===== src/rtl/game_step_ctrl_pkg.sv =====
// Shared board layout and FSM encoding for the auto-walk step controller.
// Board word is {way[63:0], box[63:0], man[5:0]}.
package game_step_ctrl_pkg;

    localparam int BOARD_W    = 134;
    localparam int WAY_LSB    = 70;
    localparam int BOX_LSB    = 6;
    localparam int CELL_W     = 6;
    localparam int DIV_W      = 8;
    localparam int WALK_W     = 6;
    localparam int STEP_CNT_W = 10;

    typedef enum logic [1:0] {
        ST_IDLE = 2'd0,
        ST_WAIT = 2'd1,
        ST_STEP = 2'd2,
        ST_WON  = 2'd3
    } state_e;

    function automatic logic box_clear(input logic [BOARD_W-1:0] board);
        return board[WAY_LSB-1:BOX_LSB] == '0;
    endfunction

endpackage


===== src/rtl/game_step_ctrl_step_tick.sv =====
// Step pacing divider: loadable down-counter that flags the cycle in which it
// reaches (or already sits at) zero.
module step_tick
    import game_step_ctrl_pkg::*;
(
    input  logic             clk,
    input  logic             rst_n,
    input  logic             load_en,
    input  logic [DIV_W-1:0] load_val,
    input  logic             dec_en,
    output logic             expire
);

    logic [DIV_W-1:0] cnt_q;
    logic [DIV_W-1:0] cnt_d;

    always_comb begin
        cnt_d = cnt_q;
        if (load_en) begin
            cnt_d = load_val;
        end else if (dec_en && (cnt_q != '0)) begin
            cnt_d = cnt_q - 1'b1;
        end
    end

    // Expire on the decrement that lands on zero so a step fires every STEP_DIV cycles.
    assign expire = (cnt_q <= DIV_W'(1));

    always_ff @(posedge clk or negedge rst_n) begin
        if (!rst_n) begin
            cnt_q <= '0;
        end else begin
            cnt_q <= cnt_d;
        end
    end

endmodule


===== src/rtl/game_step_ctrl.sv =====
// Auto-walk controller: owns the current board, paces move-stage steps toward a
// latched cursor, and reports walk completion, failure and the win condition.
module game_step_ctrl
    import game_step_ctrl_pkg::*;
#(
    parameter int STEP_DIV  = 4,
    parameter int MAX_STEPS = 14
) (
    input  logic                    clk,
    input  logic                    rst_n,
    input  logic [BOARD_W-1:0]      level_state,
    input  logic                    load,
    input  logic [CELL_W-1:0]       cursor,
    input  logic                    walk_req,
    input  logic [BOARD_W-1:0]      mv_state_next,
    input  logic                    mv_ok,
    output logic [BOARD_W-1:0]      game_state,
    output logic [CELL_W-1:0]       mv_cursor,
    output logic                    busy,
    output logic                    walk_done,
    output logic                    walk_fail,
    output logic                    win,
    output logic [STEP_CNT_W-1:0]   step_count
);

    localparam logic [DIV_W-1:0]  DIV_RELOAD = DIV_W'(STEP_DIV - 1);
    localparam logic [WALK_W-1:0] WALK_MAX   = WALK_W'(MAX_STEPS);

    state_e                  state_q,      state_d;
    logic [BOARD_W-1:0]      game_state_q, game_state_d;
    logic [CELL_W-1:0]       mv_cursor_q,  mv_cursor_d;
    logic [STEP_CNT_W-1:0]   step_count_q, step_count_d;
    logic [WALK_W-1:0]       walk_cnt_q,   walk_cnt_d;
    logic                    busy_q,       busy_d;
    logic                    walk_done_q,  walk_done_d;
    logic                    walk_fail_q,  walk_fail_d;
    logic                    win_q,        win_d;
    logic                    loaded_q,     loaded_d;

    logic                    div_load;
    logic [DIV_W-1:0]        div_load_val;
    logic                    div_dec;
    logic                    div_expire;
    logic                    end_walk;
    logic                    end_fail;

    step_tick u_step_tick (
        .clk      (clk),
        .rst_n    (rst_n),
        .load_en  (div_load),
        .load_val (div_load_val),
        .dec_en   (div_dec),
        .expire   (div_expire)
    );

    always_comb begin
        state_d      = state_q;
        game_state_d = game_state_q;
        mv_cursor_d  = mv_cursor_q;
        step_count_d = step_count_q;
        walk_cnt_d   = walk_cnt_q;
        busy_d       = busy_q;
        loaded_d     = loaded_q;
        walk_done_d  = 1'b0;
        walk_fail_d  = 1'b0;
        win_d        = loaded_q && box_clear(game_state_q);
        div_load     = 1'b0;
        div_load_val = DIV_RELOAD;
        div_dec      = 1'b0;
        end_walk     = 1'b0;
        end_fail     = 1'b0;

        if (load) begin
            // A load silently aborts any walk and outranks a same-cycle commit.
            state_d      = ST_IDLE;
            game_state_d = level_state;
            step_count_d = '0;
            walk_cnt_d   = '0;
            busy_d       = 1'b0;
            loaded_d     = 1'b1;
            win_d        = 1'b0;
            div_load     = 1'b1;
            div_load_val = '0;
        end else begin
            unique case (state_q)
                ST_IDLE: begin
                    if (walk_req && loaded_q && !win_q && !box_clear(game_state_q)) begin
                        mv_cursor_d = cursor;
                        walk_cnt_d  = '0;
                        div_load    = 1'b1;
                        busy_d      = 1'b1;
                        state_d     = ST_WAIT;
                    end
                end
                ST_WAIT: begin
                    div_dec = 1'b1;
                    if (div_expire) begin
                        state_d = ST_STEP;
                    end
                end
                ST_STEP: begin
                    if (game_state_q[CELL_W-1:0] == mv_cursor_q) begin
                        end_walk = 1'b1;
                    end else if (walk_cnt_q >= WALK_MAX) begin
                        end_walk = 1'b1;
                        end_fail = 1'b1;
                    end else if (mv_ok) begin
                        game_state_d = mv_state_next;
                        step_count_d = (step_count_q == '1) ? step_count_q
                                                            : step_count_q + 1'b1;
                        walk_cnt_d   = walk_cnt_q + 1'b1;
                        div_load     = 1'b1;
                        state_d      = ST_WAIT;
                    end else begin
                        end_walk = 1'b1;
                        end_fail = 1'b1;
                    end
                    if (end_walk) begin
                        busy_d      = 1'b0;
                        walk_done_d = 1'b1;
                        walk_fail_d = end_fail;
                        state_d     = box_clear(game_state_q) ? ST_WON : ST_IDLE;
                    end
                end
                ST_WON: begin
                    state_d = ST_WON;
                end
                default: begin
                    state_d = ST_IDLE;
                end
            endcase
        end
    end

    always_ff @(posedge clk or negedge rst_n) begin
        if (!rst_n) begin
            state_q      <= ST_IDLE;
            game_state_q <= '0;
            mv_cursor_q  <= '0;
            step_count_q <= '0;
            walk_cnt_q   <= '0;
            busy_q       <= 1'b0;
            walk_done_q  <= 1'b0;
            walk_fail_q  <= 1'b0;
            win_q        <= 1'b0;
            loaded_q     <= 1'b0;
        end else begin
            state_q      <= state_d;
            game_state_q <= game_state_d;
            mv_cursor_q  <= mv_cursor_d;
            step_count_q <= step_count_d;
            walk_cnt_q   <= walk_cnt_d;
            busy_q       <= busy_d;
            walk_done_q  <= walk_done_d;
            walk_fail_q  <= walk_fail_d;
            win_q        <= win_d;
            loaded_q     <= loaded_d;
        end
    end

    assign game_state = game_state_q;
    assign mv_cursor  = mv_cursor_q;
    assign busy       = busy_q;
    assign walk_done  = walk_done_q;
    assign walk_fail  = walk_fail_q;
    assign win        = win_q;
    assign step_count = step_count_q;

endmodule


===== config.mk =====
export PLATFORM = sky130hd
export DESIGN_NAME = game_step_ctrl
export DESIGN_NICKNAME = d
export VERILOG_FILES = /design/src/rtl/game_step_ctrl_pkg.sv /design/src/rtl/game_step_ctrl_step_tick.sv /design/src/rtl/game_step_ctrl.sv
export SDC_FILE = /design/constraint.sdc
export NUM_CORES = 1
export LEC_CHECK = 0
export ABC_AREA = 1
export BUFFER_PORTS_ARGS = -buffer_cell sky130_fd_sc_hd__buf_2
export CAP_MARGIN = 0
export CORE_AREA = 2 2 169 171
export DETAILED_ROUTE_END_ITERATION = 6
export DIE_AREA = 0 0 171 173
export SKIP_CTS_REPAIR_TIMING = 1
export SLEW_MARGIN = 20
export SYNTH_ARGS = -nofsm -noshare
export SYNTH_HDL_FRONTEND = slang
export SYNTH_SLANG_ARGS = --single-unit

===== constraint.sdc =====
create_clock -name clk -period 1.9 [get_ports clk]
set_clock_uncertainty 0.15 [all_clocks]
set_input_delay 0 -clock clk [delete_from_list [all_inputs] [get_ports clk]]
set_output_delay 0 -clock clk [all_outputs]
set_load 0.05 [all_outputs]

==> impl_results.md <==
- Initial antenna violation count: 2
- Max-Cap Viols: 0
- Min Clock Period, post-route: roughly 2.1 ns
- Tot Pwr: 14.7 mW
- H-tree depth: 4
- Synth area leader: dfrtp_1
- Critical path's top delay family: simple AND/OR/NAND/NOR gates
- Worst setup path start: walk_cnt_q[1]
- Sw Share: 0.426
- CTS tree: yes
- CTS Root Cell: clkbuf_16
- Flop2flop setup slack: -0.18 ns
- Post-synth net total: 1618
- First-pass GRT wire length: between 40000 and 50000 um
- Compound-Gate Fraction of Synth Area: 0.0136
- Core area: 27600 sq um
- Chip Height: 173 um
- Post-synthesis cell count: roughly 1300
- RSZ-0062 raised after global routing: yes
- Routed wl met2: about 19000 um
- Synth async-reset ratio: 1.00
- Critical Path, Cell by Cell: ha_2 > or2_0 > a31oi_2 > nand2_2 > inv_2 > nand2_4 > nand2_8 > buf_12 > buf_12 > nand3_1 > nand2_2
- Worst Hold Margin: -0.199 ns
- Failing checks: hold timing, setup timing
- Final WS setup: -0.179 ns
- Antenna viol nets, final: 0
- Metal1 wirelength: approximately 15000 um
- Synthesis warning total: 0
- Critical path buffers and inverters: 3
- Unique masters post-synth: 26
- Rows: 61
- Sequential power share: 0.322
- Synth Register Bits: around 170
- Cell Area, Synth: 9010 sq um
- Mux share of post-synthesis cell area: 0
- Detailed router's first-iteration violation count: 715
- Placer Congestion: 0.863
- Final net count: 2396
- Final setup viols: 150
- Critical path required time: around 2.1 ns
- Status: finished with violations
- Area after DPL: ~12000 sq um
- HPWL Detailed: between 20000 and 25000 um
- Port Buffers: 432
- Max_slew headroom: 0.560
- Clock Power Share: 0.232
- CP peak stage delay: 0.40 ns
- PwrDens: 899 nW/um^2
- Layout cell share with drive strength beyond 1: 0.356
- Largest net degree at the start of global routing: just over 90
- Switching power: 6.28 mW
- Worst hold path class: primary input to flop
- Pint: 8.47 mW
- # clock sinks: 171
- Vias in the first global route: 9401
- Clk slew on worst S/H paths: 0.07 ns
- Max Clock Freq: 481 MHz
- Slew Limit Fails: 0
- Initial core utilization: 0.326
- Slowest cell on crit path: dfrtp_1
- IO Count: 433
- VDD IR max: 0.518 mV
- Period utilisation layout: 1.09
- Grt ovf: 0
- Slew at the pin closest to its max-slew limit: 0.660 ns
- Drt drc: 0
- Synth area leaders: dfrtp_1, nand2_1, nor2_1, nand3_1, buf_6
- Die Area: between 20000 and 30000 sq um
- P&R area growth vs syn: 81.9%
- Critical path class: flop to flop
- EDFF count, synth: 0
- Highest routed layer: met5
- Final Hold Vio Count: 9
- Pleak: 9.17 nW
- Top-area cell type share of the netlist area: 0.475
- Seq/Total Area, Yosys: 0.475
- Post-route cell area: roughly 16000 sq um
- Reg2reg start: walk_cnt_q[1]
- Max Fanout on Critical Path: 8
- Vias: 11300
- Vias per cell: 4.50
- CTS buffer count: 17
- Combinational share of power: 0.446
- Adder-Cell Fraction of Synth Area: 0.00833
- Post-Synth Simple-Gate Area: 0.433
- Synth Area in XOR/XNOR: 0.0175
- Min-delay src: load
- Mean Syn Cell Area: 6.76 sq um
- Worst Setup End Kind: flop
- Total GRT Usage: 0.205
- CTS max path bufs: 2
- Final wirelength: 36300 um
- Met3 WL: 2140 um
- Die width: 171 um
- DRT Pass-1 Iters: 5
- Combinational family with the most area after synthesis: simple AND/OR/NAND/NOR gates
- Wirelength per Cell: 14.5 um
- Arrival time at the worst endpoint: 2.28 ns
- Setup crit start kind: flop
- Top_reg_cell synth: dfrtp_1
- Skew-Pair Late Insertion Delay: 0.42 ns
cells by family (layout without fill, tap and decap cells):
logic type | Yosys count | in the layout
AND/OR/NAND/NOR | 1019 | 1021
flip-flops | 171 | 171
buffers and inverters | 97 | 886
AO/OA/AOI/OAI | 22 | 22
XOR/XNOR | 18 | 18
adder cells (fa/ha/maj) | 6 | 6
other | 0 | 1
power groups by stage:
stage	Sequential [mW]	Combinational (mW)	Clock, mW
after floorplan	6.71	1.67	0
after global placement	4.77	5.54	0
after detailed placement	4.78	5.59	0
after CTS	4.72	5.60	3.51
after global routing	4.83	7.05	3.65
final	4.75	6.58	3.42
per-stage QoR:
step	util	setup TNS (ns)	hold slack, ns	instances	setup WS [ns]
2_1_floorplan	-	-1.14	-0.446	1333	-0.0153
3_3_place_gp	0.446	-7.67	-0.170	2174	-0.300
3_5_place_dp	0.446	-11.34	-0.162	2174	-0.285
4_1_cts	0.466	-13.68	-0.632	2206	-0.327
5_1_grt	0.594	-39.68	-0.199	2503	-0.320
6_report	0.594	-19.56	-0.199	2503	-0.179
worst register-to-register path: cells and delay by family (launching register included):
family / cells / cell delay (ns)
adders and majority gates: 1 / 0.17
DFF: 1 / 0.40
buffers and inverters: 3 / 0.41
and+or+nand+nor: 6 / 0.65
AOI/OAI and AO/OA: 1 / 0.23
registers in the layout, indices dropped and copies added, names as in the netlist:
name / count
game_state: 134
step_count: 10
u_step_tick.cnt_q: 8
mv_cursor: 6
walk_cnt_q: 6
state_q: 2
busy: 1
loaded_q: 1
walk_done: 1
walk_fail: 1
win: 1
Yosys cell counts (2+ instances only):
cell / n
buf_2: 17
inv_1: 29
nand4_1: 3
buf_1: 3
xor2_1: 14
dfrtp_1: 171
xnor2_1: 4
nand2_2: 4
nor3_1: 6
clkbuf_1: 33
nor2_2: 2
buf_6: 12
inv_2: 2
nor2_1: 86
nand2_1: 888
a21oi_1: 2
o21ai_0: 17
nand3_1: 27
ha_1: 6
worst paths after layout:
kind                            depth (start not counted)               to
worst max-delay path                                   11    step_count[7]
worst min-delay path                                    4     mv_cursor[2]
worst max register to register                         11    step_count[7]
worst min register to register                          2  game_state[132]
max in group asynchronous                               4   game_state[52]
min in group asynchronous                               3   game_state[29]
placed cells by master, fill, tap and decap left out, types with 8 or more instances in the layout:
master	netlist	final
nand2_1	888	813
buf_2	17	430
dlygate4sd3_1	0	277
dfrtp_1	171	93
nor2_1	86	79
dfrtp_2	0	78
buf_4	1	71
nand2_2	4	59
inv_1	29	29
clkbuf_16	0	25
nand3_1	27	22
nand2_4	0	19
buf_6	12	19
buf_12	0	16
xor2_1	14	14
o21ai_0	17	14
nor2_2	2	8
cell type report:
class	instances	area, sq um
diodes	1	2.50
clock buffers	18	439
clock inverters	14	123
fillers	2482	11200
inverters	31	119
multi-input cells	1067	4650
flip-flops and latches	171	4380
well taps	378	473
repair buffers	823	6220
metal layers:
metal  global-route usage  vias up
met3               0.0476       55
met4               0.0434        2
met2                0.365      413
li1                     -     5579
met1                0.251     5225
met5                    0        -
Note: power is estimated with default switching activity, not from simulation.
